==> src/rtl/adc_pkg.sv <==
// Shared constants and types for the ADC SPI responder.
package adc_pkg;

    localparam int CMD_BITS = 24;
    localparam int CNV_BITS = 32;
    localparam int CNT_BITS = 6;

    typedef enum logic [1:0] {
        ST_IDLE   = 2'd0,
        ST_ACTIVE = 2'd1,
        ST_FINISH = 2'd2
    } spi_state_t;

    // One bit set at the LSB position of every lane slice of the sample word.
    // Clearing these after a left shift keeps each lane shifting on its own.
    function automatic logic [CNV_BITS-1:0] lane_lsb_mask(input int num_sdo);
        logic [CNV_BITS-1:0] m;
        m = '0;
        for (int i = 0; i < num_sdo; i++) begin
            m[i*(CNV_BITS/num_sdo)] = 1'b1;
        end
        return m;
    endfunction

endpackage

==> src/rtl/spi_edge_sync.sv <==
// Synchronizes one asynchronous SPI wire into aclk and flags its edges.
module spi_edge_sync #(
    parameter int   STAGES  = 2,
    parameter logic RST_VAL = 1'b0
) (
    input  logic aclk,
    input  logic aresetn,
    input  logic i_async,
    output logic o_level,
    output logic o_rise,
    output logic o_fall
);

    logic [STAGES-1:0] r_sync;
    logic              r_prev;

    // Shift the raw input through the chain and keep last synchronized value.
    always_ff @(posedge aclk or negedge aresetn) begin
        if (!aresetn) begin
            r_sync <= {STAGES{RST_VAL}};
            r_prev <= RST_VAL;
        end else begin
            r_sync <= {r_sync[STAGES-2:0], i_async};
            r_prev <= r_sync[STAGES-1];
        end
    end

    assign o_level = r_sync[STAGES-1];
    assign o_rise  = r_sync[STAGES-1] & ~r_prev;
    assign o_fall  = ~r_sync[STAGES-1] & r_prev;

endmodule

==> src/rtl/adc_spi_responder.sv <==
// SPI target that streams conversion samples out on NUM_SDO lanes and
// captures 24-bit register commands into an AXI-Stream master.
//
//   state     | meaning
//   ----------+-----------------------------------------------------------
//   ST_IDLE   | waiting for csn falling edge, accepting new samples
//   ST_ACTIVE | frame open: shift sample out, capture sdi, count sclk rises
//   ST_FINISH | frame closed: classify by rise count, emit command/error
module adc_spi_responder
    import adc_pkg::*;
#(
    parameter int NUM_SDO     = 4,
    parameter int SYNC_STAGES = 2
) (
    input  logic                aclk,
    input  logic                aresetn,
    input  logic                spi_csn,
    input  logic                spi_sclk,
    input  logic                spi_sdi,
    output logic [NUM_SDO-1:0]  spi_sdo,
    input  logic [CNV_BITS-1:0] s_axis_tdata,
    input  logic                s_axis_tvalid,
    output logic                s_axis_tready,
    output logic [CMD_BITS-1:0] m_axis_tdata,
    output logic                m_axis_tvalid,
    input  logic                m_axis_tready,
    output logic                frame_err,
    output logic                cmd_overflow
);

    localparam int                  W         = CNV_BITS / NUM_SDO;
    localparam logic [CNV_BITS-1:0] LANE_LSB  = lane_lsb_mask(NUM_SDO);
    localparam logic [CNT_BITS-1:0] CNT_MAX   = '1;
    localparam logic [CNT_BITS-1:0] CNT_CMD   = CNT_BITS'(CMD_BITS);
    localparam logic [CNT_BITS-1:0] CNT_CNV   = CNT_BITS'(W);
    localparam logic [2:0]          FILL_DONE = 3'(SYNC_STAGES + 1);

    logic w_csn_level, w_csn_rise, w_csn_fall;
    logic w_sclk_level, w_sclk_rise, w_sclk_fall;
    logic w_sdi_level, w_sdi_rise, w_sdi_fall;
    logic w_unused_edges;

    spi_state_t          r_state;
    logic [CNV_BITS-1:0] r_sample;
    logic [CNV_BITS-1:0] r_shift;
    logic [CMD_BITS-1:0] r_cmd;
    logic [CNT_BITS-1:0] r_cnt;
    logic [CMD_BITS-1:0] r_m_data;
    logic                r_m_valid;
    logic                r_s_ready;
    logic                r_frame_err;
    logic                r_cmd_ovf;
    logic [2:0]          r_fill;
    logic                r_armed;

    spi_edge_sync #(.STAGES(SYNC_STAGES), .RST_VAL(1'b1)) u_sync_csn (
        .aclk    (aclk),
        .aresetn (aresetn),
        .i_async (spi_csn),
        .o_level (w_csn_level),
        .o_rise  (w_csn_rise),
        .o_fall  (w_csn_fall)
    );

    spi_edge_sync #(.STAGES(SYNC_STAGES), .RST_VAL(1'b0)) u_sync_sclk (
        .aclk    (aclk),
        .aresetn (aresetn),
        .i_async (spi_sclk),
        .o_level (w_sclk_level),
        .o_rise  (w_sclk_rise),
        .o_fall  (w_sclk_fall)
    );

    spi_edge_sync #(.STAGES(SYNC_STAGES), .RST_VAL(1'b0)) u_sync_sdi (
        .aclk    (aclk),
        .aresetn (aresetn),
        .i_async (spi_sdi),
        .o_level (w_sdi_level),
        .o_rise  (w_sdi_rise),
        .o_fall  (w_sdi_fall)
    );

    assign w_unused_edges = w_sclk_level ^ w_sdi_rise ^ w_sdi_fall;

    // Frame FSM with shift/capture datapath and registered stream/pulse outputs.
    // r_armed blocks the synthetic csn fall seen when the chain refills after
    // reset with csn already low; a frame needs csn seen high first.
    always_ff @(posedge aclk or negedge aresetn) begin
        if (!aresetn) begin
            r_state     <= ST_IDLE;
            r_sample    <= '0;
            r_shift     <= '0;
            r_cmd       <= '0;
            r_cnt       <= '0;
            r_m_data    <= '0;
            r_m_valid   <= 1'b0;
            r_s_ready   <= 1'b1;
            r_frame_err <= 1'b0;
            r_cmd_ovf   <= 1'b0;
            r_fill      <= '0;
            r_armed     <= 1'b0;
        end else begin
            r_frame_err <= 1'b0;
            r_cmd_ovf   <= 1'b0;

            if (r_fill != FILL_DONE) begin
                r_fill <= r_fill + 1'b1;
            end else if (w_csn_level) begin
                r_armed <= 1'b1;
            end

            if (r_m_valid && m_axis_tready) begin
                r_m_valid <= 1'b0;
            end

            if (s_axis_tvalid && r_s_ready) begin
                r_sample <= s_axis_tdata;
            end

            case (r_state)
                ST_IDLE: begin
                    if (r_armed && w_csn_fall) begin
                        r_state   <= ST_ACTIVE;
                        r_s_ready <= 1'b0;
                        r_cnt     <= '0;
                        r_shift   <= (s_axis_tvalid && r_s_ready) ? s_axis_tdata : r_sample;
                    end
                end
                ST_ACTIVE: begin
                    if (w_sclk_fall) begin
                        r_shift <= (r_shift << 1) & ~LANE_LSB;
                    end
                    if (w_sclk_rise) begin
                        r_cmd <= {r_cmd[CMD_BITS-2:0], w_sdi_level};
                        if (r_cnt != CNT_MAX) begin
                            r_cnt <= r_cnt + 1'b1;
                        end
                    end
                    if (w_csn_rise) begin
                        r_state <= ST_FINISH;
                    end
                end
                ST_FINISH: begin
                    r_state   <= ST_IDLE;
                    r_s_ready <= 1'b1;
                    if (r_cnt == CNT_CMD) begin
                        if (r_m_valid) begin
                            r_cmd_ovf <= 1'b1;
                        end else begin
                            r_m_valid <= 1'b1;
                            r_m_data  <= r_cmd;
                        end
                    end else if (r_cnt != CNT_CNV) begin
                        r_frame_err <= 1'b1;
                    end
                end
                default: begin
                    r_state   <= ST_IDLE;
                    r_s_ready <= 1'b1;
                end
            endcase
        end
    end

    for (genvar g = 0; g < NUM_SDO; g++) begin : g_lane
        assign spi_sdo[g] = (r_state == ST_ACTIVE) && r_shift[(NUM_SDO-g)*W-1];
    end

    assign s_axis_tready = r_s_ready;
    assign m_axis_tdata  = r_m_data;
    assign m_axis_tvalid = r_m_valid;
    assign frame_err     = r_frame_err;
    assign cmd_overflow  = r_cmd_ovf;

endmodule
==> config.mk <==
export PLATFORM = sky130hd
export DESIGN_NAME = adc_spi_responder
export DESIGN_NICKNAME = d
export VERILOG_FILES = /design/src/rtl/adc_pkg.sv /design/src/rtl/spi_edge_sync.sv /design/src/rtl/adc_spi_responder.sv
export SDC_FILE = /design/constraint.sdc
export NUM_CORES = 1
export LEC_CHECK = 0
export CAP_MARGIN = 30
export CORE_MARGIN = 3
export CORE_UTILIZATION = 40
export DETAILED_ROUTE_END_ITERATION = 7
export GPL_TIMING_DRIVEN = 1
export SYNTH_ARGS = -nofsm -noshare
export SYNTH_HDL_FRONTEND = slang
export SYNTH_HIERARCHICAL = 1
export SYNTH_SLANG_ARGS = --single-unit
==> constraint.sdc <==
create_clock -name aclk -period 4.3 [get_ports aclk]
set_clock_uncertainty 0.1 [all_clocks]
set_input_delay 1.29 -clock aclk [delete_from_list [all_inputs] [get_ports aclk]]
set_output_delay 1.29 -clock aclk [all_outputs]
set_load 0.03 [all_outputs]
; ---- After elaboration in Yosys (flattened, before gate mapping)
; Cells that the tools add are included.
; Widths: inputs -> output; s select.
[op_classes]
div_mod_pow = 0
n_addsub = 2
magnitude_cmp = 0
bitwise = 11
shift = 0
n_mul = 0
eq_ne = 11
muxes = 23
reduce_logical = 16
[op_table]
columns = cell, count
row1 = $mux 32, 3
row2 = $pmux 32 s2, 1
row3 = $mux 6, 3
row4 = $pmux 6 s2, 1
row5 = $mux 1, 11
row6 = $reduce_and 2->1, 4
row7 = $logic_and 1x1->1, 7
row8 = $not 1->1, 7
row9 = $add 6x1->6 const B, 1
row10 = $eq 6x5->1 const B, 1
row11 = $ne 2x1->1 const B, 3
row12 = $ne 6x4->1 const B, 1
row13 = $ne 6x6->1 const B, 1
row14 = $reduce_and 3->1, 2
row15 = $and 1x1->1, 4
row16 = $mux 2, 2
row17 = $ne 2x2->1 const B, 2
row18 = $pmux 2 s2, 1
row19 = $reduce_and 4->1, 1
row20 = $add 3x1->3 const B, 1
row21 = $ne 3x2->1 const B, 1
row22 = $eq 2x1->1 const B, 1
row23 = $eq 2x2->1 const B, 1
row24 = $logic_not 2->1, 1
row25 = 2 further kinds, 2
[word_totals]
n_memories = 0
latch_bits = 0
register_bits = 136
mem_bits_ro = 0
mem_bits_rw = 0
elab_cells = 80
out_inout_bits = 32
in_bits = 39

; ---- Longest topological paths before layout
; Gate-level depths: netlist of run 1.
[logic_depth]
ltp_word = 5
depth_mapped = 8
ltp_nobuf = 6

; ---- Modules after synthesis
; The synthesis of run 1 kept the hierarchy.
[modules_own_cells]
columns = mod, area_per_inst_um2, instances, cells_per_inst, seq_area_each_um2
row1 = adc_spi_responder, 5276.3, 1, 375, 3204.3
row2 = spi_edge_sync at u_sync_sclk ..., 90.1, 2, 5, 75.1
row3 = spi_edge_sync at u_sync_csn, 93.8, 1, 5, 78.8

; ---- Worst setup path before layout of run 1
; OpenSTA, ideal clock, no wires.
[synth_timing]
kind = input to register
startpoint = input s_axis_tvalid
endpoint = register r_shift[0]
n_path_buf = 1
required_ps = 4078
stages = 4
setup_time_ps = 122
slack_ps = 1894
t_arrival_ps = 2184
path_cell_list = nand2_1 > buf_2 > mux2_2 > a32o_1
[synth_via]
elab_chain_cells = 4
[synth_rtl]
columns = item, line_no
row1 = from (decl), adc_spi_responder.sv:22  ; input logic s_axis_tvalid,
row2 = $logic_and 1x1->1, adc_spi_responder.sv:126  ; r_shift <= (s_axis_tvalid && r_s_ready) ? s_axis_tdata : r_sample;
row3 = $mux 32, n/a
row4 = $mux 32, adc_spi_responder.sv:122  ; if (r_armed && w_csn_fall) begin
row5 = $pmux 32 s2, adc_spi_responder.sv:120  ; case (r_state)
row6 = to (signal assigned), adc_spi_responder.sv:126
row7 = to (signal assigned), adc_spi_responder.sv:131  ; r_shift <= (r_shift << 1) & ~LANE_LSB;
row8 = to (decl), adc_spi_responder.sv:45  ; logic [CNV_BITS-1:0] r_shift;
; Every way passes these cells. The select of a mux whose other input is x is not followed.
; A chain may end at the register's enable or synchronous reset.

; ---- Worst setup path in the final report of run 1
[layout_timing]
startpoint = register r_state[0]
endpoint = output spi_sdo[1]
[layout_via]
elab_chain_cells = 2
[layout_rtl]
columns = item, line_no
row1 = from (decl), adc_spi_responder.sv:43  ; spi_state_t r_state;
row2 = from (signal assigned), adc_spi_responder.sv:90  ; r_state <= ST_IDLE;
row3 = from (signal assigned), adc_spi_responder.sv:123  ; r_state <= ST_ACTIVE;
row4 = from (signal assigned), adc_spi_responder.sv:140  ; r_state <= ST_FINISH;
row5 = $eq 2x1->1, adc_spi_responder.sv:166  ; assign spi_sdo[g] = (r_state == ST_ACTIVE) && r_shift[(NUM_SDO-g)*W-1];
row6 = $logic_and 1x1->1, adc_spi_responder.sv:166
row7 = to (decl), adc_spi_responder.sv:20  ; output logic [NUM_SDO-1:0] spi_sdo,
; Every way passes these cells.

==> impl_metrics.csv, run 1 <==
group,metric,value,unit
outcome,status,"finished, final reports clean",
global_route,use_met1,18.8,%
min_path,holdCritStartpoint,"u_sync_sclk/r_sync[0]",
worst_setup_path,r2r-end,"m_axis_tdata[1]",
routing,wl,9.63,mm
final_layout,multi_input_area,1960,µm²
pwr,p_leak,3.22,nW
min_path,hp-class,"reg -> reg",
place,place_hpwl,6.15,mm
timing,rsz0062_at_grt,"no",
routing,drt_iter0_markers,160,
timing,period_share,84.0,%
clock_tree,cts_tree,"done",
clock_tree,clkLatencyLatePin,410,ps
clock_tree,postCtsSetupBuffers,0,
die,initial_core_util,41.3,%
synthesis,syn-num-nets,430,
worst_setup_path,r2r_setup_slack,1960,ps
final_layout,num-fill-cells,1187,
clock_tree,cts.clk_slew.worst_paths,60,ps
final_layout,layout.nets,508,
routing,first_pass_iters,4,
job,drv_cap,0,
clock_tree,hold_buffers,0,
timing,slew_headroom,54.7,%
timing,finalHoldViolations,0,
global_route,grt_pass1_wl,16.1,mm
synthesis,avgSynthCellArea,14.2,µm²
die,io_pins,71,
worst_setup_path,r2r_cells,7,
final_layout,regArea,3410,µm²
worst_setup_path,r2r_start,"r_cnt[0]",
global_route,grt-ovfl-total,0,
timing,max_freq,0.277,GHz
timing,tightestPinTransition,680,ps
global_route,grt_usage,13.9,%
final_layout,areaGrowthSynthToFinish,26.5,%
place,io_buffers,70,
routing,dr_total_vias,3205,
final_layout,drive_above_1_share,26.6,%
routing,wl_per_cell,14.7,µm
pwr,clkPwrFrac,34.3,%
global_route,grt_pass1_vias,3243,
pwr,seq_power_share,45.5,%
timing,drv_slew,0,
global_route,grt.busiest_layer,"met2",
die,coreArea,13300,µm²
clock_tree,htreeDepth,4,
routing,drc,0,
timing,finalCriticalPeriod,3610,ps
pwr,pwr-share-comb,20.2,%
routing,via_per_inst,4.90,
die,die_w,123,µm
place,place_congestion,0.769,
min_path,hold_path_end,"u_sync_sclk/r_sync[1]",
worst_setup_path,worst-path-max-fanout,8,
final_layout,fin_util,52.2,%
worst_setup_path,cp.required,2910,ps
worst_setup_path,path_class,"reg -> out",
global_route,antenna_found_initial,0,
pwr,power_density,562,nW/µm²
die,num_rows,42,
pwr,peakVddDrop,0.330,mV
synthesis,syn_area,5510,µm²
global_route,grt_start_max_net_pins,76,
final_layout,insertedDiodeCount,0,
worst_setup_path,end_kind,"output pin",
clock_tree,cts.repair.resized,0,
worst_setup_path,start_kind,"flop",
clock_tree,clk_path_buf_depth,2,
pwr,intPower,0.00289,W
clock_tree,cts_inserted_buffers,17,
die,die_y,123,µm
synthesis,yosysWarnings,6,
clock_tree,root_buffer,"clkbuf_16",
min_path,hold_depth,0,
timing,setup_tns,0,ps
global_route,use_met2,20.4,%
timing,finalSetupViolations,0,
die,die-area,15200,µm²
synthesis,syn-instance-count,387,
global_route,met3_usage,4.48,%
worst_setup_path,cp_data_arrival_time,2220,ps
pwr,p_sw,0.00103,W
clock_tree,cts.sinks,136,
routing,ant_nets,0,
pwr,swShare,26.3,%
-- worst max-delay path by stage --
| stage | from | to | slack [ps] | depth (start not counted) |
|---|---|---|---|---|
| finish | r_state[0] | spi_sdo[1] | 690 | 3 |
| global route | r_state[0] | spi_sdo[1] | 550 | 3 |
| CTS | r_state[0] | spi_sdo[3] | 630 | 3 |
| detailed placement | r_state[0] | spi_sdo[0] | 1080 | 3 |
| global placement | r_state[0] | spi_sdo[0] | 1140 | 3 |
| floorplan | s_axis_tvalid | r_shift[0] | 1890 | 4 |
-- power groups by stage --
stage / sequential, W / clock, W / combinational [W]
5_1_grt: 0.00182 / 0.00144 / 0.000903
2_1_floorplan: 0.00176 / 0 / 0.000590
3_3_place_gp: 0.00179 / 0 / 0.000764
4_1_cts: 0.00178 / 0.00138 / 0.000791
6_report: 0.00178 / 0.00134 / 0.000792
3_5_place_dp: 0.00180 / 0 / 0.000791
-- sequential cells by signal (all words and copies together) (netlist names), 2 cells and up --
signal,cells
u_sync_sdi/r_sync,2
r_shift,32
u_sync_csn/r_sync,2
r_cnt,6
u_sync_sclk/r_sync,2
r_state,2
r_sample,32
r_fill,3
r_cmd,24
m_axis_tdata,24
-- area by class of cell --
| class | instances | share of cell area [%] |
|---|---|---|
| Clock buffer | 24 | 6.91 |
| Sequential cell | 136 | 48.9 |
| Tap cell | 176 | 3.16 |
| Clock inverter | 8 | 1.02 |
| Inverter | 5 | 0.269 |
| Timing Repair Buffer | 77 | 11.6 |
| Multi-Input combinational cell | 228 | 28.2 |
-- through the flow --
step | instance area [µm²] | total power (W) | cells | worst slack [ps] | hold slack, ps
final | 6970 | 0.00392 | 654 | 689 | 253
after global routing | 6970 | 0.00417 | 654 | 545 | 263
after CTS | 6920 | 0.00395 | 652 | 630 | 254
after detailed placement | 6360 | 0.00259 | 620 | 1080 | 238
after global placement | 6360 | 0.00256 | 620 | 1140 | 236
after floorplan | 5510 | 0.00235 | 387 | 1890 | 231
-- critical path, stage by stage, from the launching register on --
cell and delay (ps):
dfrtp_1 460, nor2b_1 490, and2_1 200, clkdlybuf4s50_1 670
-- metal layers --
metal / vias to the layer above / part of all wire, %
li1: 1520 / -
met1: 1607 / 48
met2: 66 / 46
met3: 12 / 4.6
met4: 0 / 1.5
met5: - / 0
-- cells in the final DEF, fill, tap and decap left out, drive strengths merged, types with 5 or more instances in the layout --
cell type / n
and2: 8
buf: 8
clkbuf: 24
clkdlybuf4s50: 69
clkinv: 6
dfrtp: 132
inv: 5
mux2: 81
mux2i: 29
nand2: 36
nand3: 5
o21ai: 35
No activity file was read; power rests on OpenSTA's default activity.
==> run 2: changes to the inputs <==
==> constraint.sdc (replaced) <==
create_clock -name aclk -period 3.2 [get_ports aclk]
set_clock_uncertainty 0.1 [all_clocks]
set_input_delay 0.96 -clock aclk [delete_from_list [all_inputs] [get_ports aclk]]
set_output_delay 0.96 -clock aclk [all_outputs]
set_load 0.03 [all_outputs]
==> impl_metrics.csv, run 2 (synthesis results as in run 1) <==
group,metric,value,unit
timing,slew_headroom,33.8,%
die,die_y,123,µm
place,place_congestion,0.770,
min_path,hp-class,"reg -> reg",
die,die-area,15200,µm²
place,place_hpwl,6.20,mm
pwr,p_leak,3.24,nW
die,coreArea,13300,µm²
worst_setup_path,critPathMaxStageDelay,670,ps
worst_setup_path,crit_slowest_cell,"clkdlybuf4s50_1",
routing,drc,0,
pwr,peakVddDrop,0.414,mV
timing,finalHoldViolations,0,
worst_setup_path,cp.required,2140,ps
routing,via_per_inst,4.86,
global_route,grt_pass1_wl,16.1,mm
global_route,grt_usage,13.7,%
worst_setup_path,r2r_cells,7,
place,dp_slack,563,ps
final_layout,multi_input_area,1960,µm²
timing,finalCriticalPeriod,3060,ps
timing,max_freq,0.327,GHz
global_route,grt-ovfl-total,0,
job,drv_cap,0,
clock_tree,htreeDepth,4,
min_path,hold_path_end,"u_sync_sclk/r_sync[1]",
clock_tree,cts.clk_slew.worst_paths,60,ps
timing,whs,247,ps
routing,ant_nets,0,
die,num_rows,42,
clock_tree,cts_tree,"done",
clock_tree,cts_inserted_buffers,17,
final_layout,areaGrowthSynthToFinish,27.4,%
die,initial_core_util,41.3,%
clock_tree,clkLatencyLatePin,410,ps
die,io_pins,71,
final_layout,drive_above_1_share,27.3,%
min_path,holdCritStartpoint,"u_sync_sclk/r_sync[0]",
routing,drt_iter0_markers,155,
routing,wl_per_cell,14.8,µm
final_layout,regArea,3410,µm²
timing,drv_slew,0,
routing,dr_total_vias,3181,
clock_tree,postCtsSetupBuffers,0,
global_route,grt_start_max_net_pins,73,
clock_tree,clk_path_buf_depth,2,
global_route,antenna_found_initial,0,
clock_tree,root_buffer,"clkbuf_16",
final_layout,layout.nets,509,
final_layout,top_regs,"r_sample: 32 flops, r_shift: 32 flops",
routing,wl,9.67,mm
outcome,status,"finished, final reports clean",
worst_setup_path,cp_cell_sequence,"nor2b_1 -> buf_4 -> and2_1 -> clkdlybuf4s50_1",
worst_setup_path,start_kind,"flop",
worst_setup_path,end_kind,"output pin",
worst_setup_path,cp_data_arrival_time,2000,ps
die,die_w,123,µm
pwr,power_density,781,nW/µm²
timing,rsz0062_at_grt,"no",
timing,post-route-worst-setup-slack,145,ps
final_layout,insertedDiodeCount,0,
clock_tree,cts.repair.resized,0,
place,io_buffers,70,
timing,finalSetupViolations,0,
final_layout,final_cell_mix,"dfrtp_1, clkdlybuf4s50_1, mux2_2, nand2_1, o21ai_0",
min_path,hold_depth,0,
worst_setup_path,r2r_start,"r_cnt[0]",
clock_tree,cts.sinks,136,
worst_setup_path,path_buf_inv,2,
clock_tree,hold_buffers,0,
worst_setup_path,r2r-end,"m_axis_tdata[0]",
timing,period_share,95.5,%
final_layout,mostFrequentLayoutCell,"dfrtp_1",
worst_setup_path,path_class,"reg -> out",
timing,setup_tns,0,ps
worst_setup_path,path_delay_family,"buffers and inverters",
final_layout,num-fill-cells,1158,
routing,first_pass_iters,6,
worst_setup_path,worst-path-max-fanout,8,
final_layout,instances_no_fill,655,
worst_setup_path,r2r_setup_slack,850,ps
timing,tightestPinTransition,994,ps
global_route,grt_pass1_vias,3261,
place,place_inst,623,
## run 2: changes by cell type in the layout (fill, tap and decap cells not counted), sizes merged
cell      change
clkinv        +1
clkinvlp      +1
buf           +1
bufinv        +3
clkbuf        -5
## run 2: how the worst max path moves through the flow
stage / slack, ps / start / depth (start not counted) / endpoint
finish: 140 / r_state[0] / 4 / spi_sdo[2]
global route: 30 / r_state[0] / 4 / spi_sdo[1]
CTS: 120 / r_state[0] / 4 / spi_sdo[2]
detailed placement: 560 / r_state[0] / 4 / spi_sdo[2]
global placement: 620 / s_axis_tvalid / 6 / r_shift[30]
floorplan: 1120 / s_axis_tvalid / 4 / r_shift[0]
## run 2: layer usage
layer | share of wire, % | routed length (µm) | vias up | global-route usage, %
met1 | 49 | 4720 | 1604 | 18.4
met5 | 0 | 0 | - | 0
met4 | 0.92 | 89 | 0 | 4.36
met3 | 4.3 | 416 | 7 | 5.03
li1 | - | - | 1516 | -
met2 | 46 | 4440 | 54 | 20.8
## run 2: metrics by stage
stage                     utilization (%)  power [W]  cell area, µm²
after floorplan                         -    0.00316            5510
after global routing                 52.6    0.00581            7020
after detailed placement             47.9    0.00350            6400
after CTS                            52.6    0.00555            7020
after global placement               47.9    0.00345            6400
final                                52.6    0.00548            7020
## run 2: cell type report
| type | instances | area share [%] |
|---|---|---|
| clock buffer | 19 | 6.31 |
| sequential | 136 | 48.6 |
| multi-input combinational | 228 | 28.0 |
| timing repair buffer | 78 | 11.2 |
| tap | 176 | 3.14 |
| clock inverter | 13 | 2.53 |
| inverter | 5 | 0.267 |
## run 2: power by group
group | internal [W] | leakage, nW | switching (W) | total (W)
Combinational | 0.000561 | 1.20 | 0.000497 | 0.00106
Sequential | 0.00218 | 1.74 | 0.000209 | 0.00239
Clock | 0.00132 | 0.302 | 0.000715 | 0.00203
